[src/rtl/crypt_sequencer_if.sv]
// ============================================================================
// Module   : crypt_sequencer_if
// Brief    : Host byte stream and encryption-stage pins of crypt_sequencer.
// Revision : 1.0 - initial release
// ============================================================================
`default_nettype none

interface crypt_sequencer_if #(
    parameter int DATA_W = 8
);
    logic              in_valid;
    logic              in_ready;
    logic [DATA_W-1:0] in_data;
    logic              out_valid;
    logic              out_ready;
    logic              out_last;
    logic [DATA_W-1:0] out_data;
    logic              enc_ack;
    logic [DATA_W-1:0] enc_data;
    logic [DATA_W-1:0] enc_key;
    logic [DATA_W-1:0] enc_dout;
    logic              enc_ready;

    modport master (
        output in_ready, out_valid, out_data, out_last, enc_ack, enc_data, enc_key,
        input  in_valid, in_data, out_ready, enc_dout, enc_ready
    );

    modport slave (
        input  in_ready, out_valid, out_data, out_last, enc_ack, enc_data, enc_key,
        output in_valid, in_data, out_ready, enc_dout, enc_ready
    );
endinterface

`default_nettype wire

[src/rtl/crypt_sequencer.sv]
// ============================================================================
// Module   : crypt_sequencer
// Brief    : Feeds a message byte-by-byte with a rotating key through an XOR
//            encryption stage using its Ack/Ready handshake.
// Revision : 1.0 - initial release
// ============================================================================
`default_nettype none

module crypt_sequencer #(
    parameter int DATA_W    = 8,
    parameter int KEY_DEPTH = 8,
    parameter int TIMEOUT   = 15,
    localparam int KW       = $clog2(KEY_DEPTH),
    localparam int TW       = $clog2(TIMEOUT + 1)
) (
    input  wire logic              Clk,
    input  wire logic              nReset,
    input  wire logic              start,
    input  wire logic [7:0]        msg_len,
    input  wire logic [KW:0]       num_keys,
    input  wire logic              key_we,
    input  wire logic [KW-1:0]     key_addr,
    input  wire logic [DATA_W-1:0] key_wdata,
    crypt_sequencer_if.master      bus,
    output logic                   busy,
    output logic                   done,
    output logic                   timeout_err
);

    typedef enum logic [2:0] {
        S_IDLE = 3'd0,
        S_LOAD = 3'd1,
        S_ACK  = 3'd2,
        S_WAIT = 3'd3,
        S_OUT  = 3'd4,
        S_DONE = 3'd5
    } state_t;

    state_t            state;
    logic [7:0]        len;
    logic [7:0]        bcnt;
    logic [KW-1:0]     kidx;
    logic [KW-1:0]     klast;
    logic [TW-1:0]     tcnt;
    logic [DATA_W-1:0] ring [KEY_DEPTH];

    // Key ring has no reset; writes are locked out for the whole message.
    always_ff @(posedge Clk) begin
        if (key_we && !busy) begin
            ring[key_addr] <= key_wdata;
        end
    end

    always_ff @(posedge Clk or negedge nReset) begin
        if (!nReset) begin
            state         <= S_IDLE;
            len           <= '0;
            bcnt          <= '0;
            kidx          <= '0;
            klast         <= '0;
            tcnt          <= '0;
            busy          <= 1'b0;
            done          <= 1'b0;
            timeout_err   <= 1'b0;
            bus.in_ready  <= 1'b0;
            bus.out_valid <= 1'b0;
            bus.out_last  <= 1'b0;
            bus.out_data  <= '0;
            bus.enc_ack   <= 1'b0;
            bus.enc_data  <= '0;
            bus.enc_key   <= '0;
        end else begin
            done        <= 1'b0;
            bus.enc_ack <= 1'b0;
            case (state)
                S_IDLE: begin
                    if (start) begin
                        timeout_err <= 1'b0;
                        len         <= msg_len;
                        klast       <= (num_keys == '0) ? '0 : KW'(num_keys - 1'b1);
                        bcnt        <= '0;
                        kidx        <= '0;
                        tcnt        <= '0;
                        busy        <= 1'b1;
                        if (msg_len == 8'd0) begin
                            done  <= 1'b1;
                            state <= S_DONE;
                        end else begin
                            bus.in_ready <= 1'b1;
                            state        <= S_LOAD;
                        end
                    end
                end
                S_LOAD: begin
                    if (bus.in_valid) begin
                        bus.enc_data <= bus.in_data;
                        bus.enc_key  <= ring[kidx];
                        bus.in_ready <= 1'b0;
                        bus.enc_ack  <= 1'b1;
                        state        <= S_ACK;
                    end
                end
                S_ACK: begin
                    tcnt  <= '0;
                    state <= S_WAIT;
                end
                S_WAIT: begin
                    // A response arriving on the final allowed cycle still wins.
                    if (bus.enc_ready) begin
                        bus.out_data  <= bus.enc_dout;
                        bus.out_valid <= 1'b1;
                        bus.out_last  <= (bcnt == len - 8'd1);
                        state         <= S_OUT;
                    end else if (tcnt == TW'(TIMEOUT - 1)) begin
                        timeout_err <= 1'b1;
                        done        <= 1'b1;
                        state       <= S_DONE;
                    end else begin
                        tcnt <= tcnt + 1'b1;
                    end
                end
                S_OUT: begin
                    if (bus.out_ready) begin
                        bus.out_valid <= 1'b0;
                        bus.out_last  <= 1'b0;
                        bcnt          <= bcnt + 8'd1;
                        kidx          <= (kidx == klast) ? '0 : kidx + 1'b1;
                        if (bus.out_last) begin
                            done  <= 1'b1;
                            state <= S_DONE;
                        end else begin
                            bus.in_ready <= 1'b1;
                            state        <= S_LOAD;
                        end
                    end
                end
                S_DONE: begin
                    busy  <= 1'b0;
                    state <= S_IDLE;
                end
                default: begin
                    busy         <= 1'b0;
                    bus.in_ready <= 1'b0;
                    state        <= S_IDLE;
                end
            endcase
        end
    end

endmodule

`default_nettype wire

[src/flat_wrapper.sv]
// flat-port wrapper written by rule: the top's interface ports become plain ports
module crypt_sequencer_flat 
#(
    parameter int DATA_W    = 8,
    parameter int KEY_DEPTH = 8,
    parameter int TIMEOUT   = 15,
    localparam int KW       = $clog2(KEY_DEPTH),
    localparam int TW       = $clog2(TIMEOUT + 1)
)
  (Clk, nReset, start, msg_len, num_keys, key_we, key_addr, key_wdata, busy, done, timeout_err, bus_in_ready, bus_out_valid, bus_out_data, bus_out_last, bus_enc_ack, bus_enc_data, bus_enc_key, bus_in_valid, bus_in_data, bus_out_ready, bus_enc_dout, bus_enc_ready);
  crypt_sequencer_if #(.DATA_W(DATA_W)) bus_i ();
  input  wire logic Clk;
  input  wire logic nReset;
  input  wire logic start;
  input  wire logic [7:0] msg_len;
  input  wire logic [KW:0] num_keys;
  input  wire logic key_we;
  input  wire logic [KW-1:0] key_addr;
  input  wire logic [DATA_W-1:0] key_wdata;
  output logic busy;
  output logic done;
  output logic timeout_err;
  output wire logic [$bits(bus_i.in_ready)-1:0] bus_in_ready;
  output wire logic [$bits(bus_i.out_valid)-1:0] bus_out_valid;
  output wire logic [$bits(bus_i.out_data)-1:0] bus_out_data;
  output wire logic [$bits(bus_i.out_last)-1:0] bus_out_last;
  output wire logic [$bits(bus_i.enc_ack)-1:0] bus_enc_ack;
  output wire logic [$bits(bus_i.enc_data)-1:0] bus_enc_data;
  output wire logic [$bits(bus_i.enc_key)-1:0] bus_enc_key;
  input wire logic [$bits(bus_i.in_valid)-1:0] bus_in_valid;
  input wire logic [$bits(bus_i.in_data)-1:0] bus_in_data;
  input wire logic [$bits(bus_i.out_ready)-1:0] bus_out_ready;
  input wire logic [$bits(bus_i.enc_dout)-1:0] bus_enc_dout;
  input wire logic [$bits(bus_i.enc_ready)-1:0] bus_enc_ready;
  assign bus_in_ready = bus_i.in_ready;
  assign bus_out_valid = bus_i.out_valid;
  assign bus_out_data = bus_i.out_data;
  assign bus_out_last = bus_i.out_last;
  assign bus_enc_ack = bus_i.enc_ack;
  assign bus_enc_data = bus_i.enc_data;
  assign bus_enc_key = bus_i.enc_key;
  assign bus_i.in_valid = bus_in_valid;
  assign bus_i.in_data = bus_in_data;
  assign bus_i.out_ready = bus_out_ready;
  assign bus_i.enc_dout = bus_enc_dout;
  assign bus_i.enc_ready = bus_enc_ready;
  crypt_sequencer #(.DATA_W(DATA_W), .KEY_DEPTH(KEY_DEPTH), .TIMEOUT(TIMEOUT)) u_core (.Clk(Clk), .nReset(nReset), .start(start), .msg_len(msg_len), .num_keys(num_keys), .key_we(key_we), .key_addr(key_addr), .key_wdata(key_wdata), .bus(bus_i), .busy(busy), .done(done), .timeout_err(timeout_err));
endmodule
[config.mk]
export PLATFORM = sky130hd
export DESIGN_NAME = crypt_sequencer_flat
export DESIGN_NICKNAME = d
export VERILOG_FILES = /design/src/rtl/crypt_sequencer_if.sv /design/src/rtl/crypt_sequencer.sv /design/src/flat_wrapper.sv
export SDC_FILE = /design/constraint.sdc
export NUM_CORES = 1
export LEC_CHECK = 0
export ABC_CLOCK_PERIOD_IN_PS = 3400
export BUFFER_PORTS_ARGS = -buffer_cell sky130_fd_sc_hd__buf_2
export CAP_MARGIN = 20
export CELL_PAD_IN_SITES_DETAIL_PLACEMENT = 1
export CELL_PAD_IN_SITES_GLOBAL_PLACEMENT = 1
export CORE_MARGIN = 2
export CORE_UTILIZATION = 50
export DETAILED_ROUTE_END_ITERATION = 10
export GPL_TIMING_DRIVEN = 1
export PLACE_DENSITY_LB_ADDON = 0.1
export SLEW_MARGIN = 10
export SYNTH_ARGS = -nofsm -noshare
export SYNTH_HDL_FRONTEND = slang
export SYNTH_SLANG_ARGS = --single-unit
export TNS_END_PERCENT = 20
[constraint.sdc]
create_clock -name Clk -period 3.4 [get_ports Clk]
set_clock_uncertainty 0.15 [all_clocks]
set_input_delay 0.17 -clock Clk [delete_from_list [all_inputs] [get_ports Clk]]
set_output_delay 0.17 -clock Clk [all_outputs]
set_load 0.03 [all_outputs]
==> flow_summary.toml <==
[setup_path]
startpoint_type = "flip-flop"
crit_family = "simple AND/OR/NAND/NOR gates"
crit_arrival_ns = 2.71
path_cells = "nor2_4, nand3b_1, o31ai_1, dlygate4sd3_1"
path_buf_inv = 1
worst_ep_required_time_ns = 3.72
slowest_delay_ns = 0.58
crit_fanout = 13
path_class = "flip-flop to flip-flop"
cpMaxStageDelayCell = "dlygate4sd3_1"
critPathCaptureType = "flip-flop"

[synth]
ys_seq_elements = 124
yosysWarnings = 0
synth_edf_count = 64
netlist_instances = 378
synth_ff_type = "edfxtp_1"
synth_nets = 429
synth.avg_cell_area_um2 = 14.0
synth_cell_types = 49
async_reset_ff_frac = 0.484
syn_area_um2 = 5280
yosysSeqAreaShare = 0.649

[run]
drv_cap = 0

[cells_and_area]
areaGrowthSynthToFinish_pct = 29.6
final_area_um2 = 6840
fin_nets = 565
final_cells = 663
diodes = 0
final_layout_size_suffix_gt1_frac = 0.287
final_util = 0.665

[power]
pwr-share-seq = 0.391
p_int_mw = 3.59
pwr-share-comb = 0.304
leakagePower_nw = 2.79
p_per_area_nw_per_um2 = 807
p_switching_mw = 1.92
p_clk_frac = 0.305
vdd_drop_max_v = 0.000496
switching_share = 0.349

[global_route]
antenna_found_initial = 0
grt_pass1_vias = 4099
grt_pass1_wl_mm = 22.1
grt_usage = 0.266
grt_overflow = 0
grt_max_degree = 29

[clock_tree]
cts_max_path_buffers = 2
cts_root_buffer = "clkbuf_8"
cts.clk_slew.worst_paths_ns = 0.06
clkSinkCount = 124
cts_tree = "built"
clk_latency_ns = 0.54
htreeDepth = 4
cts_made_buffers = 17

[floorplanning]
ios = 77
dieHeight_um = 107
dieArea_um2 = 11400
coreArea_um2 = 10300
die_w_um = 107
start_util = 0.513
num_rows = 37

[routing]
wl_per_cell_um = 20.9
drc = 0
vias_per_cell = 5.44
vias = 3604
first_iter_violations = 163
antenna_left = 0
routed_wl_mm = 13.9
drt-pass1-iter-count = 4

[placement]
place_inst = 584
port_buffers = 76
place.gp.congestion = 0.774
dpl_cell_area_um2 = 5820
dpl.hpwl_mm = 8.49

[sta]
finalSetupViolations = 0
fin_setup_tns_ns = 0
rsz0062_at_grt = "false"
period_minus_slack_ns = 2.39
hold_violations = 0
slew_violations = 0
finalCritPeriodShare = 0.703
max_freq_ghz = 0.418
tightestPinTransition_ns = 1.02
maxSlewHeadroom = 0.317

[status]
status = "completed"

[hold_path]
min_path_type = "primary input to flip-flop"
## power by group through the flow
stage | sequential (mW) | combinational, mW | clock [mW]
6_report | 2.16 | 1.67 | 1.68
3_5_place_dp | 2.17 | 1.60 | 0
2_1_floorplan | 2.37 | 0.945 | 0
5_1_grt | 2.20 | 1.82 | 1.77
3_3_place_gp | 2.15 | 1.55 | 0
4_1_cts | 2.15 | 1.68 | 1.71
## area by class of cell
type	instances	area (um^2)
inverter	5	18.8
fill	986	3440
clock inverter	11	121
clock buffer	21	429
timing repair buffer	132	918
tap	136	170
sequential	124	3420
multi-input combinational	234	1760
## flip-flops by register name, indices dropped and copies added, names as in the netlist, 3 cells and up
signal,flops
u_core.state,3
u_core.bcnt,8
u_core.bus.enc_key,8
u_core.kidx,3
u_core.bus.out_data,8
u_core.klast,3
u_core.len,8
u_core.bus.enc_data,8
u_core.tcnt,4
u_core.ring,64
## through the flow
step	power, mW	worst slack [ns]	hold slack, ns
after CTS	5.53	1.02	0.0336
after global placement	3.70	1.28	-0.0343
final	5.52	1.01	0.0473
after global routing	5.79	0.861	0.0590
after detailed placement	3.77	1.15	-0.0363
after floorplan	3.31	1.24	-0.276
## layout by cell type (no fill, tap or decap), types with 6 or more instances in the layout
master         synthesis  layout
buf_2                  7      76
edfxtp_1              64      64
dfrtp_1               60      60
dlygate4sd3_1          0      47
nand2_1               46      46
nor2_1                27      27
o21ai_0               19      19
a21oi_1               17      17
mux2_2                16      16
mux4_2                16      16
clkbuf_16              0      16
xor2_1                10      10
buf_4                  3       9
mux2i_1                8       8
nand3_1                6       6
nor3_1                 6       6
xnor2_1                6       6
## synthesized netlist by cell type (6+ instances only)
cell type  count  area, um^2
mux2_2        16         180
edfxtp_1      64        1920
dfrtp_1       60        1500
nand2_1       46         173
mux2i_1        8        80.1
xnor2_1        6        52.6
nand3_1        6        30.0
mux4_2        16         360
a21oi_1       17        85.1
buf_2          7        35.0
nor3_1         6        30.0
nor2_1        27         101
o21ai_0       19        95.1
xor2_1        10        87.6
## per-layer routing
| metal | vias up | track usage | wire [um] |
|---|---|---|---|
| li1 | 1679 | - | - |
| met1 | 1822 | 0.299 | 5470 |
| met2 | 75 | 0.483 | 7530 |
| met3 | 28 | 0.0632 | 517 |
| met4 | 0 | 0.111 | 331 |
| met5 | - | 0 | 0 |
## worst register-to-register path, cell delays in order, from the launching register on
cell and delay [ns]:
dfrtp_1 0.52, nor2_4 0.26, nand3b_1 0.44, o31ai_1 0.37, dlygate4sd3_1 0.58
## final timing paths
| kind | startpoint | cells past startpoint | slack [ns] | endpoint |
|---|---|---|---|---|
| worst max-delay path | u_core.state[1] | 4 | 1.01 | u_core.klast[0] |
| worst min-delay path | num_keys[3] | 4 | 0.05 | u_core.klast[2] |
| worst max register to register | u_core.state[1] | 4 | 1.01 | u_core.klast[0] |
| worst min register to register | u_core.bus.out_valid | 2 | 0.34 | u_core.bus.out_valid |
| max in group asynchronous | nReset | 4 | 1.48 | u_core.len[7] |
| min in group asynchronous | nReset | 4 | 0.56 | u_core.bus.enc_data[7] |
## cells by family after synthesis
| logic type | share of synthesized area |
|---|---|
| simple gates | 0.111 |
| mux | 0.120 |
| compound gates | 0.0617 |
| buf+inv | 0.0194 |
| xor+xnor | 0.0266 |
| fa+ha+maj | 0.0119 |
| flops | 0.649 |
## repair_timing
| action | in CTS | in global routing |
|---|---|---|
| setup endpoints to repair | 0 | 0 |
| resized for setup | 0 | 0 |
| setup buffers | 0 | 0 |
| endpoints found under the hold margin | 170 | 0 |
| hold buffers | 47 | 0 |
(Power assumes the default switching activity.)
